**src/rtl/pps_phase_meas_n_pkg.sv**
```systemverilog
// Shared FSM encoding and sizing helpers for the N-channel PPS phase meter.
package pps_phase_meas_n_pkg;

  typedef enum logic [1:0] {
    IDLE,
    WAIT,
    EMIT
  } state_t;

  localparam int DROP_W = 8;

  function automatic int clog2(input int v);
    int r;
    r = 0;
    while ((1 << r) < v) r++;
    return (r < 1) ? 1 : r;
  endfunction

endpackage

```
**src/rtl/pps_phase_meas_n_edge_sync.sv**
```systemverilog
// Multi-stage synchroniser plus rising-edge pulse for one PPS input.
module pps_edge_sync #(
  parameter int SYNC_STG = 2
) (
  input  logic i_clk,
  input  logic i_rst,
  input  logic i_pps,
  output logic o_rise
);

  logic [SYNC_STG-1:0] sr;
  logic                dly;

  always_ff @(posedge i_clk or posedge i_rst) begin
    if (i_rst) begin
      sr  <= '0;
      dly <= 1'b0;
    end else begin
      sr  <= {sr[SYNC_STG-2:0], i_pps};
      dly <= sr[SYNC_STG-1];
    end
  end

  assign o_rise = sr[SYNC_STG-1] & ~dly;

endmodule

```
**src/rtl/pps_phase_meas_n.sv**
```systemverilog
// N-channel PPS phase meter: per-epoch offsets of ch1..N-1 against ch0.
// Define PPS_PERIOD_EN to add a ch0 record carrying the reference period.
module pps_phase_meas_n
  import pps_phase_meas_n_pkg::*;
#(
  parameter int NCH       = 4,
  parameter int CNT_W     = 28,
  parameter int WIN_TICKS = 50_000_000,
  parameter int REF_TO    = 150_000_000,
  parameter int SYNC_STG  = 2,
  localparam int CH_W     = clog2(NCH)
) (
  input  logic              i_clk,
  input  logic              i_rst,
  input  logic [NCH-1:0]    i_pps,
  output logic              o_valid,
  input  logic              i_ready,
  output logic [CH_W-1:0]   o_ch,
  output logic [CNT_W-1:0]  o_phase,
  output logic              o_miss,
  output logic              o_dup,
  output logic              o_last,
  output logic              o_ref_lost,
  output logic [DROP_W-1:0] o_drop_cnt
);

`ifdef PPS_PERIOD_EN
  localparam int OFS = 1;
`else
  localparam int OFS = 0;
`endif
  localparam int NREC  = NCH - 1 + OFS;
  localparam int WIN_W = clog2(WIN_TICKS);
  localparam int TO_W  = clog2(REF_TO + 1);

  state_t state, state_n;
  logic armed, armed_n;
  logic [NCH-1:0] rise;
  logic [CNT_W-1:0] cnt, ts0;
  logic [CNT_W-1:0] ts [1:NCH-1];
  logic [NCH-1:1] fresh, dup;
  logic [WIN_W-1:0] win;
  logic [TO_W-1:0] since;
  logic lost;
  logic [DROP_W-1:0] drop_cnt;
  logic [CH_W-1:0] idx;
  logic [CNT_W-1:0] b_phase [NREC];
  logic [NREC-1:0] b_miss, b_dup;
  logic ref_e, counting, close, snap, drop;
  logic accept, fin, to_hit;

  for (genvar k = 0; k < NCH; k++) begin : g_sync
    pps_edge_sync #(.SYNC_STG(SYNC_STG)) u_sync (
      .i_clk (i_clk),
      .i_rst (i_rst),
      .i_pps (i_pps[k]),
      .o_rise(rise[k])
    );
  end

  // Window also runs in EMIT once a new ref edge arrived, so a
  // second close while stalled is seen and counted as a drop.
  assign ref_e    = rise[0];
  assign counting = (state == WAIT) || (state == EMIT && armed);
  assign close    = counting && !ref_e &&
                    (win == WIN_W'(WIN_TICKS - 1));
  assign snap     = close && (state == WAIT);
  assign drop     = close && (state == EMIT);
  assign accept   = (state == EMIT) && i_ready;
  assign fin      = accept && (idx == CH_W'(NREC - 1));
  assign to_hit   = !ref_e && (since == TO_W'(REF_TO - 1));

  always_comb begin
    state_n = state;
    armed_n = armed;
    unique case (state)
      IDLE: if (ref_e) state_n = WAIT;
      WAIT: if (snap) state_n = EMIT;
      EMIT: begin
        if (ref_e) armed_n = 1'b1;
        else if (drop) armed_n = 1'b0;
        if (fin) begin
          state_n = armed_n ? WAIT : IDLE;
          armed_n = 1'b0;
        end
      end
      default: state_n = IDLE;
    endcase
  end

  always_ff @(posedge i_clk or posedge i_rst) begin
    if (i_rst) begin
      state    <= IDLE;
      armed    <= 1'b0;
      cnt      <= '0;
      ts0      <= '0;
      win      <= '0;
      since    <= '0;
      lost     <= 1'b0;
      drop_cnt <= '0;
    end else begin
      state <= state_n;
      armed <= armed_n;
      cnt   <= cnt + CNT_W'(1);
      if (ref_e) begin
        ts0 <= cnt;
        win <= '0;
      end else if (counting) begin
        win <= win + WIN_W'(1);
      end
      if (ref_e) begin
        since <= '0;
        lost  <= 1'b0;
      end else if (since != TO_W'(REF_TO)) begin
        since <= since + TO_W'(1);
        if (to_hit) lost <= 1'b1;
      end
      if (drop && drop_cnt != '1)
        drop_cnt <= drop_cnt + DROP_W'(1);
    end
  end

  // An edge on the closing cycle belongs to the next epoch.
  always_ff @(posedge i_clk or posedge i_rst) begin
    if (i_rst) begin
      fresh <= '0;
      dup   <= '0;
      for (int k = 1; k < NCH; k++) ts[k] <= '0;
    end else begin
      for (int k = 1; k < NCH; k++) begin
        if (rise[k]) ts[k] <= cnt;
        if (close) begin
          fresh[k] <= rise[k];
          dup[k]   <= 1'b0;
        end else if (rise[k]) begin
          fresh[k] <= 1'b1;
          dup[k]   <= dup[k] | fresh[k];
        end
      end
    end
  end

`ifdef PPS_PERIOD_EN
  logic [CNT_W-1:0] ts0_prev;
  logic prev_ok;

  always_ff @(posedge i_clk or posedge i_rst) begin
    if (i_rst) begin
      ts0_prev <= '0;
      prev_ok  <= 1'b0;
    end else begin
      if (close) begin
        ts0_prev <= ts0;
        prev_ok  <= 1'b1;
      end
      if (to_hit) prev_ok <= 1'b0;
    end
  end
`endif

  always_ff @(posedge i_clk or posedge i_rst) begin
    if (i_rst) begin
      idx    <= '0;
      b_miss <= '0;
      b_dup  <= '0;
      for (int r = 0; r < NREC; r++) b_phase[r] <= '0;
    end else if (snap) begin
      idx <= '0;
      for (int k = 1; k < NCH; k++) begin
        b_phase[k-1+OFS] <= fresh[k] ? ts[k] - ts0 : '0;
        b_miss[k-1+OFS]  <= ~fresh[k];
        b_dup[k-1+OFS]   <= dup[k];
      end
`ifdef PPS_PERIOD_EN
      b_phase[0] <= prev_ok ? ts0 - ts0_prev : '0;
      b_miss[0]  <= ~prev_ok;
      b_dup[0]   <= 1'b0;
`endif
    end else if (accept) begin
      idx <= fin ? '0 : idx + CH_W'(1);
    end
  end

  assign o_valid    = (state == EMIT);
  assign o_ch       = o_valid ? idx + CH_W'(1 - OFS) : '0;
  assign o_phase    = o_valid ? b_phase[idx] : '0;
  assign o_miss     = o_valid & b_miss[idx];
  assign o_dup      = o_valid & b_dup[idx];
  assign o_last     = o_valid && (idx == CH_W'(NREC - 1));
  assign o_ref_lost = lost;
  assign o_drop_cnt = drop_cnt;

endmodule

```
**config.mk**
```make
export PLATFORM = sky130hd
export DESIGN_NAME = pps_phase_meas_n
export DESIGN_NICKNAME = d
export VERILOG_FILES = /design/src/rtl/pps_phase_meas_n_pkg.sv /design/src/rtl/pps_phase_meas_n_edge_sync.sv /design/src/rtl/pps_phase_meas_n.sv
export SDC_FILE = /design/constraint.sdc
export NUM_CORES = 1
export LEC_CHECK = 0
export BUFFER_PORTS_ARGS = -buffer_cell sky130_fd_sc_hd__buf_4
export CAP_MARGIN = 20
export CORE_MARGIN = 2
export CORE_UTILIZATION = 39
export DETAILED_ROUTE_END_ITERATION = 8
export PLACE_DENSITY = 0.61
export SKIP_CTS_REPAIR_TIMING = 1
export SYNTH_ARGS = -nofsm -noshare
export SYNTH_HDL_FRONTEND = slang
export SYNTH_SLANG_ARGS = --single-unit
```
**constraint.sdc**
```tcl
create_clock -name i_clk -period 9.35 [get_ports i_clk]
set_input_delay 0.935 -clock i_clk [delete_from_list [all_inputs] [get_ports i_clk]]
set_output_delay 0.935 -clock i_clk [all_outputs]
set_load 0.05 [all_outputs]
```
# Word level (Yosys, flattened, before mapping)
# Cells that the tools add are included.
[classes] add_sub_neg=8 magnitude_cmp=2 n_eq_ne=10 n_mux=43 bitwise_logic=17 n_reduce_logical=22
[ops] operator="2-to-1 mux 28 bit" n=8
[ops] operator="subtractor 28 bit" n=3
[ops] operator="adder 28 x 1 -> 28 bit, second input constant" n=2
[ops] operator="binary-select mux 28 bit (select 2 bit)" n=1
[ops] operator="2-to-1 mux 26 bit" n=2
[ops] operator="equality test 28 bit, second input constant" n=1
[ops] operator="!= test 28 bit, second input constant" n=1
[ops] operator="adder 26 x 1 -> 26 bit, second input constant" n=1
[ops] operator="equality test 26 bit, second input constant" n=1
[ops] operator="2-to-1 mux 1 bit" n=22
[ops] operator="2-to-1 mux 2 bit" n=7
[ops] operator="nonzero test 2 bit" n=7
[ops] operator="logical AND 1 bit" n=10
[ops] operator="adder 8 x 1 -> 8 bit, second input constant" n=1
[ops] operator="!= test 8 bit, second input constant" n=1
[ops] operator="inverter 1 bit" n=7
[ops] operator="bitwise AND 1 bit" n=6
[ops] operator="one-hot mux 2 bit (3 select lines)" n=1
[ops] operator="binary-select mux 1 bit (select 2 bit)" n=2
[ops] operator="equality test 2 bit, second input constant" n=2
[ops] operator="!= test 2 bit, second input constant" n=2
[ops] operator=">= comparator 3 bit, second input constant" n=1
[ops] operator="less-than comparator 2 x 3 -> 1 bit, second input constant" n=1
[ops] operator="inverter 2 -> 3 bit" n=1
[ops] operator="other kinds (9)" n=11
[totals] ff_bits=316 input_bits=7 output_inout_bits=43 word_cells=133

# Longest topological paths before layout
# Gate-level depths: netlist (run 1).
[logic_depth] ltp_word=12 ltp_mapped=15 depth_no_buf=14

# Hierarchy
# A second synthesis (run 1) with hierarchy kept.
[hier_totals] hier_cells=1853 hier_area_um2=17504.3
[modules_own_cells] mod="pps_phase_meas_n" instances=1 cells_each=1833 area_per_inst_um2=17133.9 seq_area_each_um2=7607.3
[modules_own_cells] mod="pps_edge_sync" instances=4 cells_each=5 area_per_inst_um2=92.6 seq_area_each_um2=75.1

# Least setup slack after synthesis (run 1)
# No wires, ideal clock.
[synth_path] path_type="reg-to-output" start="register idx[1]" end="output port o_phase[0]" t_arrival_ns=1.901 t_required_ns=8.415 setup_slack_ns=6.514 stages_incl_launch_ff=7 path_buffers=2 path_cell_list="dfrtp_1 > clkbuf_1 > clkbuf_1 > mux2i_1 > nor2_1 > a21oi_1 > nor2_1"
[synth_between] elab_chain_cells=5
[synth_lines] item="start, declared" line_no="pps_phase_meas_n.sv:46" rtl="logic [CH_W-1:0] idx;"
[synth_lines] item="start signal, assigned" line_no="pps_phase_meas_n.sv:180" rtl="idx <= fin ? '0 : idx + CH_W'(1);"
[synth_lines] item="inverter 2 -> 3 bit (not written as such)" line_no="pps_phase_meas_n.sv:186" rtl="assign o_phase = o_valid ? b_phase[idx] : '0;"
[synth_lines] item="binary-select mux 28 bit (select 2 bit)" line_no="pps_phase_meas_n.sv:186"
[synth_lines] item="2-to-1 mux 28 bit (not written as such) (2 in a row)" line_no="pps_phase_meas_n.sv:186"
[synth_lines] item="2-to-1 mux 28 bit" line_no="pps_phase_meas_n.sv:186"
[synth_lines] item="end, declared" line_no="pps_phase_meas_n.sv:19" rtl="output logic [CNT_W-1:0] o_phase,"
# No other way between the ends. The select of a mux whose other input is x is not followed.

# Worst setup path after layout (run 1)
[layout_path] start="register idx[0]" end="output port o_phase[14]"
# The elaborated chain is that of the path after synthesis.

==> run summary, run 1 <==
status - complete, no violations
maximum operating frequency - 280 MHz
TritonCTS sink count - 316
starting utilization of the core area - 39.7%
total power per unit cell area - 168 nW/µm²
number of flops mapped to enable cells by yosys - 0
GPL Wtd Cong - 0.865
Post-Route Skew - 0.0269 ns
simple-gate area share of the yosys netlist - 17.1%
sequential cell area fraction in the yosys report - 46.0%
global-route wire length before repair - 70.0 mm
clock insertion delay at the later pin of the skew report - 0.56 ns
type of the most critical hold path - flop to flop
unrepaired setup endpoints after global routing - no
Setup crit end - o_phase[14]
reg2reg setup slack - 5.85 ns
launch point of the worst path - idx[0]
count of max-cap constraint violations - 0
relative area change from synthesis to final layout - 13.2%
post-detailed-route via-to-cell ratio - 5.24
mean instance size in the synthesized netlist - 9.60 µm²
die boundary width - 214 µm
buffer levels on the longest clock path - 3
All-Layer GR Usage - 19.0%
count of yosys warnings during synthesis - 0
max_slew headroom - 31.4%
placed standard-cell area - 18200 µm²
number of antenna violations at the first check in global routing - 1
vertical die dimension - 214 µm
worst flop-to-flop path endpoint - b_phase[81]
Crit. path cell count - 6
Crit path max-delay family - buffers and inverters
pin slew with the least headroom to its limit - 1.03 ns
Fin Setup TNS - 0 ns
post-route design area - 19500 µm²
number of I/O pins - 50
final hold violation count - 0
total of buffers placed on input and output ports - 49
starting DRC count in detailed routing - 861
clock-pin slew on the worst setup and hold paths - 0.06 ns
detailed-route wire length per cell - 17.6 µm
Row Count - 76
global-route layer with the greatest usage - met2
Die Footprint - 45800 µm²
beginning of the worst register-to-register path - ts0[1]
Clock Tree Root - sky130_fd_sc_hd__clkbuf_16
total standard cell area after synthesis - 17200 µm²
critical-path maximum fanout - 30
Leak Pwr - 9.33 nW
dominant register cell in the synthesized netlist - sky130_fd_sc_hd__dfrtp_1
total clock buffers created by CTS - 37
largest net degree at the start of global routing - 129
post-synthesis compound-gate area fraction - 12.0%
synth top area cells - sky130_fd_sc_hd__dfrtp_1 46%, sky130_fd_sc_hd__ha_1 6.3%, sky130_fd_sc_hd__nand2_1 5.4%
Synthesized Nets - 1889
total wirelength of the detailed-routed design - 42.9 mm
min cycle time layout - 3.57 ns
number of synthesized register bits - 316
ratio of final minimum period to clock period - 38.2%
xor/xnor cell area share of the yosys netlist - 7.89%
Worst path max stage delay - 0.72 ns
aggregate global routing overflow - 0
share of cells above drive strength 1 - 12.6%
most common cell in the netlist - sky130_fd_sc_hd__dfrtp_1
grt met1 use - 26.6%
worst path buffer plus inverter count - 3
Pwr Total - 3.28 mW
length of the first detailed-routing pass in iterations - 5
area share of fa/ha/maj cells after synthesis - 6.68%
Worst Setup Start Kind - flop
CTS tree - done
met2 Track Usage GR - 30.1%
Max IR drop VDD - 0.0000946 V
CP required - 8.42 ns
number of cells on the worst reg-to-reg path - 11
detailed placer's ending HPWL - 30.1 mm
post-route ant nets - 0
list of most frequent post-synthesis cells - 316 x sky130_fd_sc_hd__dfrtp_1, 248 x sky130_fd_sc_hd__nand2_1, 172 x sky130_fd_sc_hd__nor2_1, 105 x sky130_fd_sc_hd__o21ai_0, 104 x sky130_fd_sc_hd__a21oi_1
number of pins with negative max-slew slack in the final report - 0
critical path's most frequent cell - sky130_fd_sc_hd__buf_4
met3 track demand over resource in global routing - 2.91%
final setup vio count - 0
via count - 12800
Worst Path Class, Setup - flop to primary output
combinational family with the most area after synthesis - simple AND/OR/NAND/NOR gates
remaining routing DRC violations - 0
gate count after technology mapping - 1792
Critical Path, Cell by Cell - inv_1 -> nor2_2 -> buf_4 -> a21oi_1 -> nor2_1 -> buf_4
fraction of synthesis flops using an asynchronous set or reset pin - 100%
post-synthesis mux area share - 7.16%
top cell type by total area after synthesis - sky130_fd_sc_hd__dfrtp_1
Core Area - 43300 µm²
CP arrival - 2.63 ns
number of distinct library cells after synthesis - 79
top-area cell type share of the netlist area - 46.0%
number of global-route vias before repair - 12600
worst-path cell with the longest stage delay - sky130_fd_sc_hd__dfrtp_1
type of element capturing the critical path - primary output
number of nets in the layout - 1920
H-tree depth - 2
==> metrics by stage <==
step                      hold WS, ns  std cells  worst slack (ns)  util [%]
after floorplan                 0.331       1792              4.20         -
after global placement          0.336       2366              5.85      41.9
after detailed placement        0.339       2367              5.70      42.0
after CTS                       0.353       2434              5.68      44.9
after global routing            0.369       2436              5.56      45.0
final                           0.349       2437              5.78      45.0
==> worst min-delay path by stage <==
stage	from	cells after the start	slack [ns]	endpoint
floorplan	g_sync[0].u_sync.sr[0]	0	0.33	g_sync[0].u_sync.sr[1]
global placement	g_sync[3].u_sync.sr[0]	0	0.34	g_sync[3].u_sync.sr[1]
detailed placement	g_sync[3].u_sync.sr[0]	0	0.34	g_sync[3].u_sync.sr[1]
CTS	g_sync[3].u_sync.sr[0]	0	0.35	g_sync[3].u_sync.sr[1]
global route	g_sync[1].u_sync.sr[0]	0	0.37	g_sync[1].u_sync.sr[1]
finish	g_sync[3].u_sync.sr[0]	0	0.35	g_sync[3].u_sync.sr[1]
==> flip-flops by register name (all words and copies together) (netlist names), 4 cells and up <==
name / cells
b_phase: 84
ts: 84
cnt: 28
since: 28
ts0: 28
win: 26
g_sync.u_sync.sr: 8
o_drop_cnt: 8
g_sync.u_sync.dly: 4
==> cells in the final DEF, fill, tap and decap left out, types with 4 or more instances in the layout <==
| cell | Yosys | routed |
|---|---|---|
| sky130_fd_sc_hd__dfrtp_1 | 316 | 315 |
| sky130_fd_sc_hd__nand2_1 | 248 | 248 |
| sky130_fd_sc_hd__nor2_1 | 172 | 171 |
| sky130_fd_sc_hd__o21ai_0 | 105 | 105 |
| sky130_fd_sc_hd__a21oi_1 | 104 | 104 |
| sky130_fd_sc_hd__xnor2_1 | 87 | 87 |
| sky130_fd_sc_hd__ha_1 | 87 | 87 |
| sky130_fd_sc_hd__nand3_1 | 86 | 86 |
| sky130_fd_sc_hd__mux2_2 | 80 | 80 |
| sky130_fd_sc_hd__xor2_1 | 66 | 66 |
| sky130_fd_sc_hd__inv_1 | 66 | 65 |
| sky130_fd_sc_hd__buf_4 | 0 | 59 |
| sky130_fd_sc_hd__clkbuf_16 | 0 | 38 |
| sky130_fd_sc_hd__mux2i_1 | 33 | 33 |
| sky130_fd_sc_hd__a21o_1 | 31 | 31 |
| sky130_fd_sc_hd__and3_1 | 22 | 22 |
| sky130_fd_sc_hd__nor3_1 | 17 | 17 |
| sky130_fd_sc_hd__o21bai_1 | 16 | 16 |
| sky130_fd_sc_hd__nand4_1 | 16 | 16 |
| sky130_fd_sc_hd__o21a_1 | 14 | 14 |
| sky130_fd_sc_hd__nor2b_1 | 13 | 11 |
| sky130_fd_sc_hd__or3_1 | 11 | 11 |
| sky130_fd_sc_hd__clkbuf_1 | 49 | 11 |
| sky130_fd_sc_hd__o21ai_1 | 10 | 10 |
| sky130_fd_sc_hd__a31oi_1 | 10 | 10 |
| sky130_fd_sc_hd__nand2b_1 | 9 | 8 |
| sky130_fd_sc_hd__a211oi_1 | 8 | 8 |
| sky130_fd_sc_hd__o31ai_1 | 8 | 8 |
| sky130_fd_sc_hd__nor4_1 | 6 | 6 |
| sky130_fd_sc_hd__and4_1 | 6 | 6 |
| sky130_fd_sc_hd__nand3b_1 | 6 | 6 |
| sky130_fd_sc_hd__clkbuf_8 | 0 | 5 |
| sky130_fd_sc_hd__o211ai_1 | 4 | 4 |
| sky130_fd_sc_hd__and2_1 | 4 | 4 |
| sky130_fd_sc_hd__clkinvlp_4 | 0 | 4 |
| sky130_fd_sc_hd__clkinv_2 | 0 | 4 |
| sky130_fd_sc_hd__bufinv_16 | 0 | 4 |
==> layer usage <==
| layer | vias to the layer above | routed length, µm |
|---|---|---|
| met4 | 0 | 1140 |
| met2 | 219 | 19500 |
| met1 | 6231 | 20700 |
| met3 | 73 | 1630 |
| li1 | 6236 | - |
| met5 | - | 0 |
==> final cells by class <==
class,count,area [µm²]
Antenna cell,1,2.50
Fill cell,4143,23800
Multi-Input combinational cell,1338,8770
Timing Repair Buffer,63,546
Sequential cell,316,7910
Tap cell,585,732
Inverter,67,258
Clock buffer,54,1060
Clock inverter,13,199
==> power breakdown <==
part / internal, mW / switching (mW)
sequential: 1.39 / 0.0232
combinational: 0.146 / 0.221
clock: 0.905 / 0.590
==> kinds of logic (layout without fill, tap and decap cells) <==
kind of cell    count (synthesis)  in the layout
flops                         316            316
xor+xnor                      154            154
buf+inv                       138            197
mux                           113            113
simple gates                  641            641
fa+ha+maj                      90             90
compound gates                340            340
other cells                     0              1
(Power assumes the default switching activity.)
==> inputs of run 2 (changes only) <==
PLACE_DENSITY = 0.59   (was 0.61)
clock period = 3.6 ns   (was 9.35 ns; I/O delays follow)
==> run 2 against run 1 <==
Effect of this change:
- die area unchanged
- hold slack lost 0.20 ns
- combinational power increased to 2.6 times the previous value
- largest power group unchanged
- highest routed layer unchanged
==> run summary, run 2 (synthesis gave the netlist of run 1 again) <==
global-route layer with the greatest usage - met1
vertical die dimension - 214 µm
combinational group share of total power - 11.1%
post-detailed-route via-to-cell ratio - 5.24
pin slew with the least headroom to its limit - 1.05 ns
status - complete, no violations
worst hold slack - 0.145 ns
total power per unit cell area - 432 nW/µm²
Core Area - 43300 µm²
ratio of final minimum period to clock period - 91.8%
total wirelength of the detailed-routed design - 42.5 mm
clock-pin slew on the worst setup and hold paths - 0.06 ns
die boundary width - 214 µm
number of pins with negative max-slew slack in the final report - 0
Antenna Diode Count - 0
type of element capturing the critical path - flop
length of the first detailed-routing pass in iterations - 5
net switching fraction of the power - 24.9%
maximum operating frequency - 303 MHz
starting utilization of the core area - 39.7%
GPL Wtd Cong - 0.902
met3 track demand over resource in global routing - 3.35%
type of the most critical hold path - primary input to flop
leading cell type in the layout, fill and taps excluded - sky130_fd_sc_hd__dfrtp_1
count of max-cap constraint violations - 0
TritonCTS sink count - 316
CTS tree - done
critical-path maximum fanout - 4
relative area change from synthesis to final layout - 13.8%
number of global-route vias before repair - 12600
CP required - 4.01 ns
H-tree depth - 2
Max IR drop VDD - 0.000252 V
max_slew headroom - 29.8%
detailed-route wire length per cell - 17.4 µm
Post-Route Skew - 0.0138 ns
Worst Path Class, Setup - flop to flop
unrepaired setup endpoints after global routing - no
Clock Tree Root - sky130_fd_sc_hd__clkbuf_16
via count - 12800
aggregate global routing overflow - 0
min cycle time layout - 3.30 ns
internal cell power - 6.35 mW
clock insertion delay at the later pin of the skew report - 0.56 ns
final setup vio count - 0
post-route ant nets - 0
Switching Power - 2.11 mW
Pwr Total - 8.46 mW
sequential power share - 43.5%
met2 Track Usage GR - 27.6%
Die Footprint - 45800 µm²
Util after Layout - 45.2%
total of buffers placed on input and output ports - 49
largest registers - b_phase (84), ts (84)
buffer levels on the longest clock path - 3
Worst Setup Start Kind - flop
grt met1 use - 28.4%
total clock buffers created by CTS - 38
share of cells above drive strength 1 - 13.0%
remaining routing DRC violations - 0
Leak Pwr - 9.39 nW
clock network fraction of total power - 45.4%
number of I/O pins - 50
starting DRC count in detailed routing - 985
All-Layer GR Usage - 18.8%
final hold violation count - 0
Row Count - 76
commonest non-fill, non-tap cells in the layout - 315 x sky130_fd_sc_hd__dfrtp_1, 248 x sky130_fd_sc_hd__nand2_1, 171 x sky130_fd_sc_hd__nor2_1
detailed placer's ending HPWL - 30.8 mm
global-route wire length before repair - 69.3 mm
largest net degree at the start of global routing - 101
number of nets in the layout - 1933
CP arrival - 3.71 ns
number of antenna violations at the first check in global routing - 0
[run 2: cell count changes in the layout (fill, tap and decap cells not counted), sizes merged]
cell         before  now
clkinv            5    3
bufinv            4    2
diode             1    0
dlygate4sd3       0    5
clkbuf           54   60
buf              63   70
clkinvlp          4    2
[run 2: final timing paths]
path / startpoint / to / slack [ns] / cells past startpoint
worst max-delay path: ts0[0] / b_phase[52] / 0.30 / 13
worst min-delay path: i_ready / state[0] / 0.15 / 3
worst max register to register: ts0[0] / b_phase[52] / 0.30 / 13
worst min register to register: g_sync[3].u_sync.sr[0] / g_sync[3].u_sync.sr[1] / 0.35 / 0
max in group asynchronous: i_rst / g_sync[3].u_sync.dly / 2.18 / 4
min in group asynchronous: i_rst / b_dup[1] / 0.48 / 3
[run 2: layout make-up]
| cell class | count | area [µm²] |
|---|---|---|
| sequential | 316 | 7910 |
| clock buffer | 60 | 1150 |
| fill | 4162 | 23700 |
| inverter | 67 | 258 |
| clock inverter | 7 | 95.1 |
| tap | 585 | 732 |
| multi-input combinational | 1338 | 8770 |
| timing repair buffer | 75 | 646 |
[run 2: worst max-delay path: stages (launching register included)]
cell and delay (ns):
sky130_fd_sc_hd__dfrtp_1 0.41, sky130_fd_sc_hd__ha_1 0.19, sky130_fd_sc_hd__inv_1 0.06, sky130_fd_sc_hd__fa_1 0.40, sky130_fd_sc_hd__a21o_1 0.19, sky130_fd_sc_hd__a31o_2 0.25, sky130_fd_sc_hd__a31o_2 0.26, sky130_fd_sc_hd__a21oi_1 0.34
sky130_fd_sc_hd__o211ai_1 0.29, sky130_fd_sc_hd__nand2_1 0.19, sky130_fd_sc_hd__nor3_1 0.09, sky130_fd_sc_hd__o41ai_2 0.24, sky130_fd_sc_hd__xor2_1 0.16, sky130_fd_sc_hd__o21ai_0 0.09
[run 2: routing by layer]
layer,up-vias,part of all wire [%]
met3,52,4.7
met4,0,2.3
met2,291,42
met1,6225,51
met5,-,0
li1,6250,-
[run 2: power groups by stage]
stage                     Combinational (mW)  Clock, mW  Sequential [mW]
after floorplan                        0.698          0             3.73
after global placement                 0.917          0             3.74
after detailed placement               0.932          0             3.74
after CTS                              0.937       3.94             3.68
after global routing                    1.05       4.09             3.69
final                                  0.942       3.84             3.68
[run 2: stage by stage]
step,setup WS [ns],setup TNS (ns),instance area (µm²),std cells
5_1_grt,0.140,0,19600,2448
4_1_cts,0.302,0,19500,2443
2_1_floorplan,-0.971,-306.79,17200,1792
3_5_place_dp,0.322,0,18300,2376
6_report,0.296,0,19600,2448
3_3_place_gp,0.366,0,18200,2375
==> inputs of run 3 (changes only) <==
BUFFER_PORTS_ARGS = -buffer_cell sky130_fd_sc_hd__buf_2   (was -buffer_cell sky130_fd_sc_hd__buf_4)
==> run 3 against run 2 <==
Effect of this change:
- die area unchanged
- non-clock buffer count down 1
- critical path depth unchanged
- flip-flop and latch count unchanged
- clock skew up 0.013 ns
- global-route usage about the same
- maximum frequency up 0.77%
- utilization down 0.34 points
- final area down 0.76%
- first-iteration DRC count up 2.4%
- combinational power about the same
- wire length up 0.68%
- largest cell class unchanged
==> run summary, run 3 (synthesis gave the netlist of run 1 again) <==
clock insertion delay at the later pin of the skew report - 0.55 ns
combined area of the multi-input logic cells - 8770 µm²
total wirelength of the detailed-routed design - 42.8 mm
remaining routing DRC violations - 0
Leak Pwr - 9.39 nW
post-route ant nets - 0
Clock Tree Root - sky130_fd_sc_hd__clkbuf_16
vertical die dimension - 214 µm
placement-stage worst setup slack - 0.360 ns
number of pins with negative max-slew slack in the final report - 0
total clock buffers created by CTS - 38
starting utilization of the core area - 39.7%
ratio of final minimum period to clock period - 91.1%
placed standard-cell area - 18100 µm²
post-route design area - 19400 µm²
number of nets in the layout - 1932
Die Footprint - 45800 µm²
starting DRC count in detailed routing - 1009
Core Area - 43300 µm²
cell count after placement - 2373
CTS tree - done
Max IR drop VDD - 0.000256 V
critical-path maximum fanout - 4
number of filler cells placed in the layout - 4160
leading cell type in the layout, fill and taps excluded - sky130_fd_sc_hd__dfrtp_1
unrepaired setup endpoints after global routing - no
GPL Wtd Cong - 0.915
final critical-path setup slack - 0.322 ns
type of the most critical hold path - primary input to flop
largest registers - b_phase (84), ts (84)
H-tree depth - 2
share of cells above drive strength 1 - 13.4%
Worst Setup Start Kind - flop
number of global-route vias before repair - 12700
count of max-cap constraint violations - 0
All-Layer GR Usage - 18.8%
relative area change from synthesis to final layout - 12.9%
commonest non-fill, non-tap cells in the layout - 315 x sky130_fd_sc_hd__dfrtp_1, 248 x sky130_fd_sc_hd__nand2_1, 171 x sky130_fd_sc_hd__nor2_1
TritonCTS sink count - 316
Storage cell area - 7910 µm²
clock-pin slew on the worst setup and hold paths - 0.06 ns
global-route wire length before repair - 69.8 mm
number of I/O pins - 50
largest net degree at the start of global routing - 110
Worst Path Class, Setup - flop to flop
final setup vio count - 0
Post-Route Skew - 0.0265 ns
status - complete, no violations
pin slew with the least headroom to its limit - 1.09 ns
min cycle time layout - 3.28 ns
die boundary width - 214 µm
non-filler instance count after layout - 2446
aggregate global routing overflow - 0
CP arrival - 3.67 ns
maximum operating frequency - 305 MHz
number of antenna violations at the first check in global routing - 0
type of element capturing the critical path - flop
length of the first detailed-routing pass in iterations - 5
Fin Setup TNS - 0 ns
total of buffers placed on input and output ports - 49
final hold violation count - 0
Antenna Diode Count - 0
via count - 12900
buffer levels on the longest clock path - 3
Row Count - 76
total power per unit cell area - 431 nW/µm²
CP required - 3.99 ns
detailed placer's ending HPWL - 30.5 mm
post-detailed-route via-to-cell ratio - 5.26
detailed-route wire length per cell - 17.5 µm
max_slew headroom - 27.4%
-- run 3: cell type report --
cell class	instances	area share [%]
clock buffers	49	5.57
inverters	67	1.33
clock inverters	17	0.728
well taps	585	3.77
multi-input cells	1338	45.2
flip-flops and latches	316	40.7
repair buffers	74	2.72
-- run 3: report_power, final --
part           total (mW)  switching [mW]  internal, mW  leakage [nW]
logic               0.942           0.552         0.390          4.51
registers            3.68          0.0592          3.62          4.27
clock network        3.75            1.55          2.20         0.610
total                8.37            2.16          6.21          9.39
-- run 3: path summary, 6_finish.rpt --
check	from	slack (ns)	to	depth (start not counted)
worst max register to register	ts0[0]	0.32	b_phase[50]	13
min in group asynchronous	i_rst	0.42	b_miss[1]	3
worst max-delay path	ts0[0]	0.32	b_phase[50]	13
worst min register to register	g_sync[0].u_sync.sr[0]	0.35	g_sync[0].u_sync.sr[1]	0
worst min-delay path	i_ready	0.15	state[0]	3
max in group asynchronous	i_rst	2.22	g_sync[0].u_sync.sr[0]	4
-- run 3: routing by layer --
metal | vias up | routed length [µm] | track usage [%]
li1 | 6262 | - | -
met1 | 6310 | 22100 | 28.7
met2 | 256 | 18200 | 28.3
met3 | 44 | 1830 | 2.64
met4 | 0 | 652 | 3.99
met5 | - | 0 | 0
-- run 3: worst max-delay path: stages, from the launching register on --
cell and delay, ns:
sky130_fd_sc_hd__dfrtp_1 0.40, sky130_fd_sc_hd__ha_1 0.20, sky130_fd_sc_hd__inv_1 0.06, sky130_fd_sc_hd__fa_1 0.40, sky130_fd_sc_hd__a21o_1 0.19, sky130_fd_sc_hd__a31o_2 0.26, sky130_fd_sc_hd__a31o_2 0.26, sky130_fd_sc_hd__a21oi_1 0.36
sky130_fd_sc_hd__o211ai_1 0.25, sky130_fd_sc_hd__nand2_1 0.17, sky130_fd_sc_hd__nor3_1 0.08, sky130_fd_sc_hd__or2_2 0.28, sky130_fd_sc_hd__xnor2_1 0.14, sky130_fd_sc_hd__o21ai_0 0.08
-- run 3: per-stage QoR --
step	total power, mW	hold WS [ns]	util [%]
final	8.37	0.149	44.9
after global placement	4.65	0.336	41.8
after floorplan	4.43	0.331	-
after detailed placement	4.67	0.344	41.8
after CTS	8.46	-0.130	44.7
after global routing	8.71	0.176	44.9
